File: src/rtl/io_out_fifo_pkg.sv
// ---------------------------------------------------------------------------
// sapho_io_pkg
// Shared definitions for the processor output-port buffer (io_out_fifo) and
// its helper blocks.
//
// Contents:
//   NUBITS       default core data width
//   NUIOOU       default number of output port addresses
//   AW           address width derived from NUIOOU
//   OVF_CNT_W    width of the dropped-write counter
//   io_entry_t   one buffered output write {addr, data} at default widths
//   clog2_min1() pointer width helper that never returns zero
// ---------------------------------------------------------------------------
package sapho_io_pkg;

   localparam int NUBITS    = 32;
   localparam int NUIOOU    = 8;
   localparam int AW        = $clog2(NUIOOU);
   localparam int OVF_CNT_W = 8;

   // One captured core output write, address in the upper bits so that a
   // packed entry reads naturally as {addr, data}.
   typedef struct packed {
      logic [AW-1:0]     addr;
      logic [NUBITS-1:0] data;
   } io_entry_t;

   // A one-entry structure would give a zero-width pointer; clamp to 1 so
   // the helper is always safe to use for a port width.
   function automatic int clog2_min1(input int value);
      int w;
      w = $clog2(value);
      if (w < 1) begin
         w = 1;
      end
      return w;
   endfunction

endpackage

File: src/rtl/io_out_fifo_ptr.sv
// ---------------------------------------------------------------------------
// fifo_ptr
// Wrapping FIFO pointer. The pointer is PW bits wide and the FIFO depth is a
// power of two, so natural binary overflow implements the modulo-DEPTH wrap.
//
// Ports:
//   clk   in   rising-edge clock
//   rst   in   synchronous active-high reset, returns the pointer to 0
//   inc   in   advance the pointer by one this cycle
//   ptr   out  current pointer value (registered)
// ---------------------------------------------------------------------------
module fifo_ptr #(
   parameter int PW = 2
) (
   input  logic          clk,
   input  logic          rst,
   input  logic          inc,
   output logic [PW-1:0] ptr
);

   logic [PW-1:0] ptr_q;
   logic [PW-1:0] ptr_d;

   // Next-pointer value: step by one when enabled, wrap is implicit in the
   // PW-bit addition.
   always_comb begin
      ptr_d = ptr_q;
      if (inc) begin
         ptr_d = ptr_q + PW'(1);
      end
   end

   // Pointer register with synchronous reset.
   always_ff @(posedge clk) begin
      if (rst) begin
         ptr_q <= '0;
      end else begin
         ptr_q <= ptr_d;
      end
   end

   assign ptr = ptr_q;

endmodule

File: src/rtl/io_out_fifo.sv
// ---------------------------------------------------------------------------
// io_out_fifo
// Output-port buffer downstream of the processor core. Every core output
// write (out_en with addr_out/data_out) is captured as an {addr, data} entry
// in a first-word-fall-through FIFO and drained to the port logic over a
// valid/ready handshake.
//
// Build option:
//   IO_OUT_FIFO_OVF_EN  when defined, adds the ovf_cnt port: a saturating
//                       count of writes dropped because the FIFO was full.
//
// Ports:
//   clk       in   rising-edge clock
//   rst       in   synchronous active-high reset (pointers, count, ovf_cnt)
//   out_en    in   core write strobe, one cycle per write
//   addr_out  in   core port address, valid with out_en
//   data_out  in   core data, valid with out_en
//   o_valid   out  head entry available
//   o_ready   in   consumer accepts the head entry
//   o_addr    out  head entry address (0 when empty)
//   o_data    out  head entry data (0 when empty)
//   full      out  all DEPTH entries occupied
//   empty     out  no entries occupied
//   count     out  number of occupied entries
//   ovf_cnt   out  dropped-write counter (IO_OUT_FIFO_OVF_EN only)
// ---------------------------------------------------------------------------
module io_out_fifo
   import sapho_io_pkg::*;
#(
   parameter int NUBITS = sapho_io_pkg::NUBITS,
   parameter int NUIOOU = sapho_io_pkg::NUIOOU,
   parameter int DEPTH  = 4,
   localparam int AW    = $clog2(NUIOOU),
   localparam int PW    = clog2_min1(DEPTH)
) (
   input  logic                 clk,
   input  logic                 rst,
   input  logic                 out_en,
   input  logic [AW-1:0]        addr_out,
   input  logic [NUBITS-1:0]    data_out,
   output logic                 o_valid,
   input  logic                 o_ready,
   output logic [AW-1:0]        o_addr,
   output logic [NUBITS-1:0]    o_data,
   output logic                 full,
   output logic                 empty,
`ifdef IO_OUT_FIFO_OVF_EN
   output logic [PW:0]          count,
   output logic [OVF_CNT_W-1:0] ovf_cnt
`else
   output logic [PW:0]          count
`endif
);

   // Entry layout follows sapho_io_pkg::io_entry_t, but is declared here so
   // that overridden NUBITS/NUIOOU parameters still size it correctly.
   typedef struct packed {
      logic [AW-1:0]     addr;
      logic [NUBITS-1:0] data;
   } entry_t;

   localparam logic [PW:0] DEPTH_CNT = (PW+1)'(DEPTH);

   entry_t        mem_q [DEPTH];
   logic [PW-1:0] wr_ptr;
   logic [PW-1:0] rd_ptr;
   logic [PW:0]   count_q;
   logic [PW:0]   count_d;
   logic          push;
   logic          pop;
   entry_t        head;

   // Status flags come straight from the registered count, so nothing here
   // depends combinationally on out_en or o_ready.
   always_comb begin
      full    = (count_q == DEPTH_CNT);
      empty   = (count_q == '0);
      o_valid = ~empty;
      count   = count_q;
   end

   // Handshake decode. A pop frees a slot in the same cycle, which is why a
   // write into a full FIFO is still accepted when the head is leaving.
   always_comb begin
      pop  = o_valid & o_ready;
      push = out_en & (~full | pop);
   end

   fifo_ptr #(.PW(PW)) u_wr_ptr (
      .clk (clk),
      .rst (rst),
      .inc (push),
      .ptr (wr_ptr)
   );

   fifo_ptr #(.PW(PW)) u_rd_ptr (
      .clk (clk),
      .rst (rst),
      .inc (pop),
      .ptr (rd_ptr)
   );

   // Storage array. It is deliberately not reset: validity is tracked by the
   // pointers and count alone, so stale contents are never observed.
   always_ff @(posedge clk) begin
      if (push && !rst) begin
         mem_q[wr_ptr] <= '{addr: addr_out, data: data_out};
      end
   end

   // Occupancy: push-only adds one, pop-only removes one, both or neither
   // leave it unchanged.
   always_comb begin
      count_d = count_q;
      if (push && !pop) begin
         count_d = count_q + (PW+1)'(1);
      end else if (pop && !push) begin
         count_d = count_q - (PW+1)'(1);
      end
   end

   always_ff @(posedge clk) begin
      if (rst) begin
         count_q <= '0;
      end else begin
         count_q <= count_d;
      end
   end

   // Head presentation. Outputs are forced to zero while empty so the port
   // side never sees stale or uninitialised storage.
   always_comb begin
      head   = mem_q[rd_ptr];
      o_addr = '0;
      o_data = '0;
      if (o_valid) begin
         o_addr = head.addr;
         o_data = head.data;
      end
   end

`ifdef IO_OUT_FIFO_OVF_EN
   logic [OVF_CNT_W-1:0] ovf_cnt_q;
   logic [OVF_CNT_W-1:0] ovf_cnt_d;

   // A write is dropped only when full and the head is not leaving; the
   // counter saturates so a long stall never wraps back to a small value.
   always_comb begin
      ovf_cnt_d = ovf_cnt_q;
      if (out_en && full && !pop && (ovf_cnt_q != '1)) begin
         ovf_cnt_d = ovf_cnt_q + OVF_CNT_W'(1);
      end
   end

   always_ff @(posedge clk) begin
      if (rst) begin
         ovf_cnt_q <= '0;
      end else begin
         ovf_cnt_q <= ovf_cnt_d;
      end
   end

   assign ovf_cnt = ovf_cnt_q;
`endif

endmodule

File: config.mk
export PLATFORM = sky130hd
export DESIGN_NAME = io_out_fifo
export DESIGN_NICKNAME = d
export VERILOG_FILES = /design/src/rtl/io_out_fifo_pkg.sv /design/src/rtl/io_out_fifo_ptr.sv /design/src/rtl/io_out_fifo.sv
export SDC_FILE = /design/constraint.sdc
export NUM_CORES = 1
export LEC_CHECK = 0
export CORE_ASPECT_RATIO = 0.6
export CORE_MARGIN = 2
export CORE_UTILIZATION = 49
export DETAILED_ROUTE_END_ITERATION = 8
export PLACE_DENSITY = 0.75
export SYNTH_ARGS = -nofsm -noshare
export SYNTH_HDL_FRONTEND = slang
export SYNTH_HIERARCHICAL = 1
export SYNTH_SLANG_ARGS = --single-unit
File: constraint.sdc
create_clock -name clk -period 4.5 [get_ports clk]
set_input_delay 0.45 -clock clk [delete_from_list [all_inputs] [get_ports clk]]
set_output_delay 0.45 -clock clk [all_outputs]
set_load 0.03 [all_outputs]
Word level (Yosys, flattened, before mapping)

Memory sizes are Yosys's and may differ from the RTL's. A register that Yosys moved wholly into a read port is not among the register bits.
Index checks and enable logic that the tools add are counted.

Flip-flop bits (word level): 7
RAM bits: 140
Input bits: 39
Output and inout bits: 41
Word-level logic and storage cells: 30
Memories: 1

Add/subtract/negate cells: 4
Equal/unequal tests: 1
Mux-type cells: 8
Bitwise gates (word level): 5
Reductions and logical operators: 8

Memory list:

| name  | words | width | rd ports | clocked after memory_dff | write ports | RTL line          | text |
|---|---|---|---|---|---|---|---|
| mem_q | 4     | 35    | 1        | 1                        | 1           | io_out_fifo.sv:64 | `entry_t mem_q [DEPTH];` |

Operators by type and width:

| operator                                         | count |
|---|---|
| 2-to-1 mux 32 bit                                | 1 |
| 2-to-1 mux 3 bit                                 | 3 |
| adder 2 x 1 -> 2 bit, second input constant      | 2 |
| 2-to-1 mux 2 bit                                 | 2 |
| adder 3 x 1 -> 3 bit, second input constant      | 1 |
| equality test 3 bit, second input constant       | 1 |
| logical AND 1 bit                                | 3 |
| zero test 1 bit                                  | 3 |
| zero test 3 bit                                  | 1 |
| subtractor 3 x 1 -> 3 bit, second input constant | 1 |
| AND 1 bit                                        | 2 |
| 2-to-1 mux 1 bit                                 | 2 |
| inverter 1 bit                                   | 2 |
| nonzero test 2 bit                               | 1 |
| bitwise OR 1 bit                                 | 1 |

Depth between registers and ports, before layout

Depth after elaboration: 9
Mapped depth: 10
Depth with buffers taken out: 9

Cells and area by module

Netlist, hierarchy kept.

By module, submodules not included:

| module      | instances | cells an instance | area an instance (um2) | seq. area each (um2) |
|---|---|---|---|---|
| io_out_fifo | 1         | 249               | 5564.1                 | 4264.1 |
| fifo_ptr    | 2         | 7                 | 78.8                   | 40.0 |

Worst setup path after synthesis

OpenSTA, ideal clock, no wires.

Path type: reg-to-reg
Start: register count_q[0], in the netlist count[0]
End: memory mem_q[2][0] (netlist bit) (enable)
Setup time: 527 ps
Arrival time: 4773 ps
Required time: 3973 ps
Slack: -800 ps
Cell stages (with the launch flop): 4
Path buffers: 0
Period minus slack after synthesis: 5300 ps
Path through: dfxtp_1 > nor3b_1 > nor2b_1 > nor4b_1

Elaborated cells on any way between the ends: 10
Those cells by class: eq/ne (1); mux (2); bitwise (5); reduce/logical (2)

RTL lines:

| item                                   | RTL line           | text |
|---|---|---|
| start: declaration                     | io_out_fifo.sv:67  | `logic [PW:0] count_q;` |
| start signal: assignment               | io_out_fifo.sv:126 | `count_q <= count_d;` |
| equality test 3 bit                    | io_out_fifo.sv:76  | `full = (count_q == DEPTH_CNT);` |
| named net full                         | io_out_fifo.sv:45  | `output logic full,` |
| inverter 1 bit                         | io_out_fifo.sv:86  | `push = out_en & (~full \| pop);` |
| bitwise OR 1 bit                       | io_out_fifo.sv:86  |  |
| AND 1 bit                              | io_out_fifo.sv:86  |  |
| logical AND 1 bit                      | io_out_fifo.sv:106 | `if (push && !rst) begin` |
| 2-to-1 mux 1 bit                       | io_out_fifo.sv:106 |  |
| 2-to-1 mux 1 bit (implied by the code) | io_out_fifo.sv:107 | `mem_q[wr_ptr] <= '{addr: addr_out, data: data_out};` |
| end: declaration                       | io_out_fifo.sv:64  |  |

The timed path passes the listed nets, and every way through them passes these cells.

==> results.sh <==
export IMPL_status="finished, final reports clean"
export IMPL_antenna_left=0
export IMPL_drt_iter0_drc=168
export IMPL_min_path_type="flip-flop to flip-flop"
export IMPL_comb_power_share=0.334
export IMPL_postCtsHoldBufs=0
export IMPL_final_cell_area_um2=7330
export IMPL_die_area_um2=12600
export IMPL_layout_drive_gt1_share=0.201
export IMPL_vdd_drop_max_mv=0.384
export IMPL_dr_wl_met2_mm=4.92
export IMPL_num_antenna_cells=0
export IMPL_drt_wirelength_per_cell_um=19.4
export IMPL_cp_end_kind="primary output"
export IMPL_port_buffers=79
export IMPL_grt_setup_unrepaired="no"
export IMPL_dr_wl_met3_um=492
export IMPL_grt_pass1_vias=2963
export IMPL_crit_required_ps=4050
export IMPL_initial_utilization=0.505
export IMPL_core_area_um2=11300
export IMPL_layout_common_cells="edfxtp_1, clkdlybuf4s50_1, and2_1, mux4_2, clkbuf_16"
export IMPL_synth_cell_types=29
export IMPL_cts_tree="done"
export IMPL_track_usage=0.178
export IMPL_ys_seq_area_frac=0.759
export IMPL_arrival_ps=2720
export IMPL_synth_top_cell_area_share=0.735
export IMPL_grt_pass1_wl_mm=16.2
export IMPL_internal_power_mw=3.30
export IMPL_overflow=0
export IMPL_synth_top_area_cell="edfxtp_1"
export IMPL_clk_path_buf_depth=2
export IMPL_post_cts_setup_buffer_count=0
export IMPL_m1WireLength_mm=4.78
export IMPL_root_buffer="clkbuf_16"
export IMPL_slew_headroom=0.366
export IMPL_drv_slew=0
export IMPL_final_common_cell="edfxtp_1"
export IMPL_antenna_found_initial=0
export IMPL_p_switching_mw=1.46
export IMPL_setup_violations=0
export IMPL_start_kind="flip-flop"
export IMPL_cts_buffers=17
export IMPL_die_h_um=87.7
export IMPL_setup_tns_final_ps=0
export IMPL_synth_seq_cells=147
export IMPL_area_growth_pct=28.1
export IMPL_grt_max_degree=38
export IMPL_p_leak_nw=2.35
export IMPL_wl_mm=10.2
export IMPL_max_freq_mhz=315
export IMPL_vias_per_cell=5.16
export IMPL_drc=0
export IMPL_cap_violations=0
export IMPL_hold_ws_ps=524
export IMPL_clkTransAtPathRegs_ps=60
export IMPL_pwr_share_seq=0.349
export IMPL_path_max_fanout=14
export IMPL_switching_share=0.306
export IMPL_n_fill_cell=802
export IMPL_hold_viol_final=0
export IMPL_syn_area_per_cell_um2=21.8
export IMPL_num_vias=2729
export IMPL_fin_nets=397
export IMPL_fin_crit_ps=3170
export IMPL_synth_warnings=6
export IMPL_finalClockSkew_ps=8.76
export IMPL_synthCells=263
export IMPL_clock_sinks=147
export IMPL_top_layer="met4"
export IMPL_drtPass1Iterations=4
export IMPL_place_ws_ps=1700
export IMPL_critPathKind="flip-flop to primary output"
export IMPL_place_congestion=0.683
export IMPL_clk_latency_ps=410
export IMPL_synth_area_leaders="edfxtp_1, mux4_2, and2_1, dfxtp_1, mux4_1"
export IMPL_core_rowCount=30
export IMPL_reg2reg_slack_ps=1830
export IMPL_power_density_nw_per_um2=650
export IMPL_cts_resized=0
export IMPL_fin_ws_ps=1330
export IMPL_cts_htree_levels=4
export IMPL_power_frac_clock=0.317
export IMPL_syn_nets=304
export IMPL_dp_hpwl_mm=5.92
export IMPL_die_width_um=144
export IMPL_worst_pin_slew_ps=951
export IMPL_mappedNetlistArea_um2=5720
export IMPL_postPlaceCellArea_um2=6690
export IMPL_finalCritPeriodShare=0.705
export IMPL_pin_count=80
-- flip-flops by register name, summed over array words and instances, names as in the netlist --
name / count
u_wr_ptr/ptr: 2
u_rd_ptr/ptr: 2
mem_q: 140
count: 3
-- per-layer routing --
layer,global-route usage,vias up
li1,-,1252
met1,0.243,1399
met2,0.285,71
met3,0.0514,7
met4,0.0535,0
met5,0,-
-- power by group through the flow --
stage / clock network, mW / logic (mW) / registers, mW
6_report: 1.51 / 1.59 / 1.66
3_3_place_gp: 0 / 1.59 / 1.69
4_1_cts: 1.54 / 1.62 / 1.67
5_1_grt: 1.60 / 1.70 / 1.68
2_1_floorplan: 0 / 1.06 / 1.67
3_5_place_dp: 0 / 1.61 / 1.69
-- path summary, 6_finish.rpt --
kind              cells after the start                    end                    startpoint
setup / recovery                      4              o_data[2]  u_rd_ptr/ptr[0]$_SDFFE_PP0P_
hold / removal                        2  count[2]$_SDFFE_PP0P_         count[2]$_SDFFE_PP0P_
setup reg to reg                      9  count[2]$_SDFFE_PP0P_         count[0]$_SDFFE_PP0P_
hold reg to reg                       2  count[2]$_SDFFE_PP0P_         count[2]$_SDFFE_PP0P_
-- critical path, cell delays in order (launching register included) --
cell,delay [ps]
dfxtp_2,600
buf_4,350
mux4_1,590
and2_1,170
clkdlybuf4s50_1,590
-- cell families after synthesis --
kind of cell / share of synthesized area
compound gates: 0.00831
simple gates: 0.0573
buf+inv: 0.0206
fa+ha+maj: 0.00569
mux: 0.143
flops: 0.759
xor+xnor: 0.00612
-- through the flow --
step	instances	util	power, mW
floorplan	263	-	2.73
global placement	497	0.590	3.28
detailed placement	497	0.590	3.30
CTS	529	0.646	4.82
global route	529	0.646	4.97
finish	529	0.646	4.76
-- synthesized netlist by cell type, drive strengths merged --
| cell type | count |
|---|---|
| edfxtp | 140 |
| and2 | 36 |
| mux4 | 35 |
| buf | 7 |
| dfxtp | 7 |
| clkbuf | 5 |
| nor2 | 4 |
| a21oi | 3 |
| inv | 3 |
| a21bo | 2 |
| nand3b | 2 |
| nor2b | 2 |
| nor4 | 2 |
| nor4b | 2 |
| or3 | 2 |
| xnor2 | 2 |
| xor2 | 2 |
| fa | 1 |
| ha | 1 |
| mux2i | 1 |
| nand2 | 1 |
| nand2b | 1 |
| nor3b | 1 |
| o21ai | 1 |
-- layout make-up --
cell class	count	area [um2]	area share
flip-flops and latches	147	4350	0.593
clock inverters	12	205	0.0280
clock buffers	20	437	0.0596
repair buffers	86	843	0.115
inverters	3	11.3	0.00154
multi-input cells	101	1280	0.175
well taps	160	200	0.0273
Power figures use the tool's default switching activity.
